==> config.mk <==
export PLATFORM = sky130hd
export DESIGN_NAME = count_sched
export DESIGN_NICKNAME = d
export VERILOG_FILES = /design/src/rtl/count_pkg.sv /design/src/rtl/count_rr_arb.sv /design/src/rtl/count_sched.sv
export SDC_FILE = /design/constraint.sdc
export NUM_CORES = 1
export LEC_CHECK = 0
export BUFFER_PORTS_ARGS = -buffer_cell sky130_fd_sc_hd__buf_2
export CAP_MARGIN = 30
export CORE_ASPECT_RATIO = 1.75
export CORE_MARGIN = 2
export CORE_UTILIZATION = 48
export DETAILED_ROUTE_END_ITERATION = 7
export GPL_TIMING_DRIVEN = 0
export PLACE_DENSITY = 0.78
export SETUP_SLACK_MARGIN = 0.02
export SLEW_MARGIN = 10
export SYNTH_ARGS = -nofsm -noshare
export SYNTH_HDL_FRONTEND = slang
export SYNTH_SLANG_ARGS = --single-unit
==> constraint.sdc <==
create_clock -name clk -period 2.2 [get_ports clk]
set_input_delay 0.44 -clock clk [delete_from_list [all_inputs] [get_ports clk]]
set_output_delay 0.44 -clock clk [all_outputs]
set_load 0.03 [all_outputs]
==> src/rtl/count_pkg.sv <==
// Shared types and defaults for the count_sched command scheduler.
// Holds the command opcode and scheduler state encodings plus the
// helper that picks the first state after a command is accepted.
package count_pkg;

    localparam int CS_WIDTH = 4;
    localparam int CS_LEN_W = 8;

    // Command opcodes as carried on reqN_op.
    typedef enum logic [1:0] {
        OP_LOAD = 2'b00,
        OP_UP   = 2'b01,
        OP_DOWN = 2'b10,
        OP_HOLD = 2'b11
    } op_t;

    // Scheduler FSM states.
    typedef enum logic [1:0] {
        S_IDLE = 2'b00,
        S_LOAD = 2'b01,
        S_RUN  = 2'b10,
        S_DONE = 2'b11
    } state_t;

    // First state after a handshake: LOAD always takes its one-cycle slot,
    // a zero-length run has nothing to do and finishes immediately.
    function automatic state_t idle_next(input op_t op, input logic len_zero);
        if (op == OP_LOAD) begin
            return S_LOAD;
        end else if (len_zero) begin
            return S_DONE;
        end else begin
            return S_RUN;
        end
    endfunction

endpackage

==> src/rtl/count_rr_arb.sv <==
// Two-way round-robin arbiter. With a single valid requester that one is
// granted; with both valid the requester not granted last wins. The
// preference pointer only moves when the grant is actually accepted.
module count_rr_arb (
    input  logic clk,
    input  logic reset,
    input  logic valid0,
    input  logic valid1,
    input  logic accept,
    output logic grant_vld,
    output logic grant_id
);

    // 1 means requester 1 wins a tie; after reset requester 0 is favoured.
    logic prefer1;

    // Grant selection from the current valids and the tie-break pointer.
    always_comb begin
        grant_vld = valid0 | valid1;
        grant_id  = valid1 & (~valid0 | prefer1);
    end

    // Pointer flips to the other requester each time a grant is accepted.
    always_ff @(posedge clk or posedge reset) begin
        if (reset) begin
            prefer1 <= 1'b0;
        end else if (accept) begin
            prefer1 <= ~grant_id;
        end
    end

endmodule

==> src/rtl/count_sched.sv <==
// count_sched: sequences an external up/down loadable counter on behalf of
// two requesters. A valid/ready handshake (ready only for the granted
// requester while IDLE; transfer on valid && ready at the clock edge)
// captures one command, which then drives load/din/up_down for its run.
// Whenever no command is steering it, the counter is frozen by reloading
// its own output.
// Optional build macro COUNT_SCHED_SAT_EN: UP/DOWN runs stop at the
// counter limits instead of wrapping, and flag it on sat in DONE.
module count_sched
    import count_pkg::*;
#(
    parameter int WIDTH = CS_WIDTH,
    parameter int LEN_W = CS_LEN_W
) (
    input  logic             clk,
    input  logic             reset,
    input  logic             req0_valid,
    output logic             req0_ready,
    input  logic [1:0]       req0_op,
    input  logic [WIDTH-1:0] req0_data,
    input  logic [LEN_W-1:0] req0_len,
    input  logic             req1_valid,
    output logic             req1_ready,
    input  logic [1:0]       req1_op,
    input  logic [WIDTH-1:0] req1_data,
    input  logic [LEN_W-1:0] req1_len,
    input  logic [WIDTH-1:0] cnt_count,
    output logic             cnt_load,
    output logic [WIDTH-1:0] cnt_din,
    output logic             cnt_up_down,
    output logic             busy,
    output logic             done,
    output logic             done_id,
    output logic             sat
);

    state_t           state;
    state_t           state_n;
    op_t              op_q;
    logic [WIDTH-1:0] data_q;
    logic [LEN_W-1:0] len_q;
    logic             id_q;

    logic             grant_vld;
    logic             grant_id;
    logic             accept;
    logic             sat_hit;

    op_t              op_sel;
    logic [WIDTH-1:0] data_sel;
    logic [LEN_W-1:0] len_sel;

    count_rr_arb u_arb (
        .clk       (clk),
        .reset     (reset),
        .valid0    (req0_valid),
        .valid1    (req1_valid),
        .accept    (accept),
        .grant_vld (grant_vld),
        .grant_id  (grant_id)
    );

    // Handshake: only in IDLE, and never while reset is asserted.
    always_comb begin
        accept     = (state == S_IDLE) && grant_vld && !reset;
        req0_ready = accept && !grant_id;
        req1_ready = accept && grant_id;
    end

    // Command fields of the granted requester.
    always_comb begin
        op_sel   = grant_id ? op_t'(req1_op) : op_t'(req0_op);
        data_sel = grant_id ? req1_data : req0_data;
        len_sel  = grant_id ? req1_len  : req0_len;
    end

`ifdef COUNT_SCHED_SAT_EN
    logic sat_q;

    // Limit detection: the step this cycle would wrap the counter.
    always_comb begin
        sat_hit = (state == S_RUN) &&
                  (((op_q == OP_UP) && (&cnt_count)) ||
                   ((op_q == OP_DOWN) && (~|cnt_count)));
    end

    // Remember that the current command stopped at a limit.
    always_ff @(posedge clk or posedge reset) begin
        if (reset) begin
            sat_q <= 1'b0;
        end else if (accept) begin
            sat_q <= 1'b0;
        end else if (sat_hit) begin
            sat_q <= 1'b1;
        end
    end

    // Saturation flag is reported alongside the done pulse.
    always_comb begin
        sat = (state == S_DONE) && sat_q;
    end
`else
    // Without limit handling the counter simply wraps.
    always_comb begin
        sat_hit = 1'b0;
        sat     = 1'b0;
    end
`endif

    // Next-state logic.
    always_comb begin
        state_n = state;
        case (state)
            S_IDLE: begin
                if (accept) begin
                    state_n = idle_next(op_sel, len_sel == '0);
                end
            end
            S_LOAD: state_n = S_DONE;
            S_RUN: begin
                if (sat_hit || (len_q == LEN_W'(1))) begin
                    state_n = S_DONE;
                end
            end
            S_DONE: state_n = S_IDLE;
            default: state_n = S_IDLE;
        endcase
    end

    // State register, command capture and run-length down-counter.
    always_ff @(posedge clk or posedge reset) begin
        if (reset) begin
            state  <= S_IDLE;
            op_q   <= OP_LOAD;
            data_q <= '0;
            len_q  <= '0;
            id_q   <= 1'b0;
        end else begin
            state <= state_n;
            if (accept) begin
                op_q   <= op_sel;
                data_q <= data_sel;
                len_q  <= len_sel;
                id_q   <= grant_id;
            end else if (state == S_RUN) begin
                len_q <= sat_hit ? '0 : len_q - LEN_W'(1);
            end
        end
    end

    // Output decode: hold the counter unless a command steers it.
    always_comb begin
        cnt_load    = 1'b1;
        cnt_din     = cnt_count;
        cnt_up_down = 1'b0;
        busy        = (state != S_IDLE);
        done        = 1'b0;
        done_id     = 1'b0;
        case (state)
            S_LOAD: cnt_din = data_q;
            S_RUN: begin
                if (((op_q == OP_UP) || (op_q == OP_DOWN)) && !sat_hit) begin
                    cnt_load    = 1'b0;
                    cnt_up_down = (op_q == OP_UP);
                end
            end
            S_DONE: begin
                done    = 1'b1;
                done_id = id_q;
            end
            default: ;
        endcase
    end

endmodule
==> metrics.csv <==
stage,metric,value,unit
finish,register_area,450,sq um
floorplan,ios,48,
placed_design,gp_congestion,0.847,
worst_setup_path,start_kind,register,
sta,slew_violations,0,
job,drv_cap,0,
finish,post-route-util,66.4,%
yosys,syn_avg_cell_area,9.87,sq um
drt,antenna_left,0,
finish,final_cell_mix,"buf_2, dfrtp_1, mux2i_1",
power_and_ir_drop,peakVddDrop,0.000559,V
cts,hold_buffers,0,
sta,setup_tns,0,ns
cts,cts_tree,yes,
yosys,syn_area,1260,sq um
yosys,syn_nets,172,
power_and_ir_drop,seq_power_share,31.3,%
drt,drt_iter0_drc,29,
sta,finClkSkew,0.00477,ns
worst_setup_path,r2r-end,len_q[5],
sta,finalCritPeriodShare,98.9,%
cts,clockBufferDepth,2,
power_and_ir_drop,switching_power,0.898,mW
finish,fin_nets,229,
yosys,ys_seq_area_share,35.6,%
drt,wire_per_inst,15.7,um
power_and_ir_drop,clkPwrFrac,10.8,%
grt,grt_pass1_vias,1226,
cts,clk_latency,0.25,ns
drt,dr.pass1.iters,4,
drt,routed_via_density,5.69,
grt,grt_pass1_wl,5030,um
drt,wirelength,3280,um
worst_setup_path,worstSetupPathType,register to output pin,
yosys,postSynthCellCount,128,
cts,clkTransAtPathRegs,0.07,ns
drt,drc,0,
yosys,ys_ff_latch,18,
floorplan,die_y,71.9,um
grt,overflow,0,
floorplan,die_area,3080,sq um
placed_design,portBuffers,46,
finish,layout_commonest_cell,buf_2,
yosys,ys_warn_count,0,
worst_setup_path,cp-end-kind,output pin,
status,status,"complete, no violations",
yosys,synth_cell_types,37,
power_and_ir_drop,finalPower,2.10,mW
power_and_ir_drop,internal_power,1.20,mW
yosys,synth_ff_type,dfrtp_1,
floorplan,core-area,2490,sq um
cts,cts-root-buf,clkbuf_8,
worst_setup_path,r2r_start,state[0],
worst_setup_path,worstRegToRegCells,7,
cts,h-tree-depth,1,
sta,fin_crit,2.17,ns
finish,multi_input_area,776,sq um
power_and_ir_drop,leakage,0.846,nW
power_and_ir_drop,power_frac_comb,57.9,%
worst_setup_path,reg2reg_setup_slack,0.18,ns
grt,grt_usage,21.5,%
finish,layout-drive-gt1-share,40.4,%
sta,slew_headroom,53.4,%
grt,grt_max_degree,19,
power_and_ir_drop,powerDensity,1270,nW/um^2
placed_design,dpl.hpwl,2560,um
yosys,synth_edf_count,0,
cts,cts_made_buffers,3,
sta,setup_viol,0,
finish,fillers,208,
sta,worst_pin_slew,0.698,ns
sta,hold_viol_final,0,
floorplan,num_rows,24,
worst_setup_path,arrival,1.73,ns
floorplan,chipWidth,42.8,um
yosys,async_flop_share,100,%
finish,antennaDiodeCount,0,
cts,cts_sinks,18,
sta,fmax,460,MHz
grt,antenna_found_initial,0,
finish,areaGrowthSynthToFinish,30.9,%
drt,num_vias,1190,
power_and_ir_drop,switching_share,42.7,%
floorplan,start_util,50.7,%
worst_setup_path,crit_fanout,10,
min_path,min_path_type,input pin to asynchronous set/reset pin,
worst_setup_path,worstPathRequired,1.76,ns
## timing repair
| item | CTS | global route |
|---|---|---|
| endpoints found under the setup margin | 2 | 2 |
| buffers inserted | 0 | 7 |
| pin swaps | 0 | 1 |
| resized for setup | 8 | 3 |
## routing by layer
metal	vias up	GRT usage, %	wire length, um	share of wire [%]
met3	9	4.28	216	6.6
met4	0	9.72	79	2.4
met5	-	0	0	0
met1	554	20.8	1170	36
met2	63	41.4	1810	55
li1	564	-	-	-
## power by group through the flow
stage                     Sequential (mW)  Clock (mW)  Combinational [mW]
after floorplan                     0.620           0               0.841
after global placement              0.645           0                1.04
after detailed placement            0.662           0                1.07
after CTS                           0.659       0.231                1.09
after global routing                0.673       0.244                1.33
final                               0.659       0.226                1.22
## cells by family (layout without fill, tap and decap cells)
family	after synthesis	after routing	synth area share, %
other cells	1	1	0.297
buf+inv	15	70	4.95
xor+xnor	7	7	4.85
simple gates	40	40	17.2
compound gates	19	19	12.5
mux	20	20	16.6
flops	18	18	35.6
fa+ha+maj	8	8	7.92
## stage by stage
stage,hold WS (ns),cells,area (sq um),setup slack [ns]
after CTS,0.323,202,1580,-0.0419
after global routing,0.383,209,1650,-0.0631
after detailed placement,0.458,200,1530,-0.125
final,0.327,209,1650,0.0251
after global placement,0.456,200,1530,-0.0366
after floorplan,0.379,128,1260,0.0443
## worst max-delay path, stage by stage (launching register included)
cell and delay (ns):
dfrtp_1 0.42, inv_2 0.11, ha_4 0.17, nand2b_4 0.07
or2_4 0.26, clkbuf_8 0.17, nor2_1 0.12, buf_4 0.17
## worst max-delay path by stage
stage / from / end / cells past startpoint
after floorplan: state[0] / req0_ready / 7
after global placement: state[0] / req0_ready / 8
after detailed placement: state[0] / req0_ready / 8
after CTS: state[0] / req1_ready / 5
after global routing: state[0] / req0_ready / 7
final: state[0] / req0_ready / 7
## cell usage after synthesis, drive strengths merged, types with 2 or more instances
library cell | count | area [sq um]
nor2 | 12 | 45.0
xnor2 | 6 | 52.6
a21oi | 2 | 10.0
nand2 | 7 | 28.8
dfrtp | 18 | 450
and3 | 4 | 25.0
inv | 9 | 33.8
and2 | 3 | 18.8
mux2i | 15 | 150
mux2 | 5 | 60.1
or4 | 5 | 41.3
nand2b | 3 | 18.8
clkbuf | 2 | 7.51
buf | 4 | 21.3
o21ai | 6 | 30.0
nor3 | 2 | 10.0
a221o | 4 | 40.0
ha | 8 | 100
## flip-flops by register name, indices dropped and copies added, names as in the netlist
register and count:
len_q 8, data_q 4, op_q 2, state 2, id_q 1, u_arb.prefer1 1
## cell type report
cell class | count | area share, %
Buffer | 5 | 2.12
Inverter | 9 | 2.04
Sequential cell | 18 | 27.2
Tap cell | 26 | 1.97
Timing Repair Buffer | 53 | 17.2
Clock buffer | 3 | 2.50
Multi-Input combinational cell | 95 | 46.9
Power figures use the tool's default switching activity.
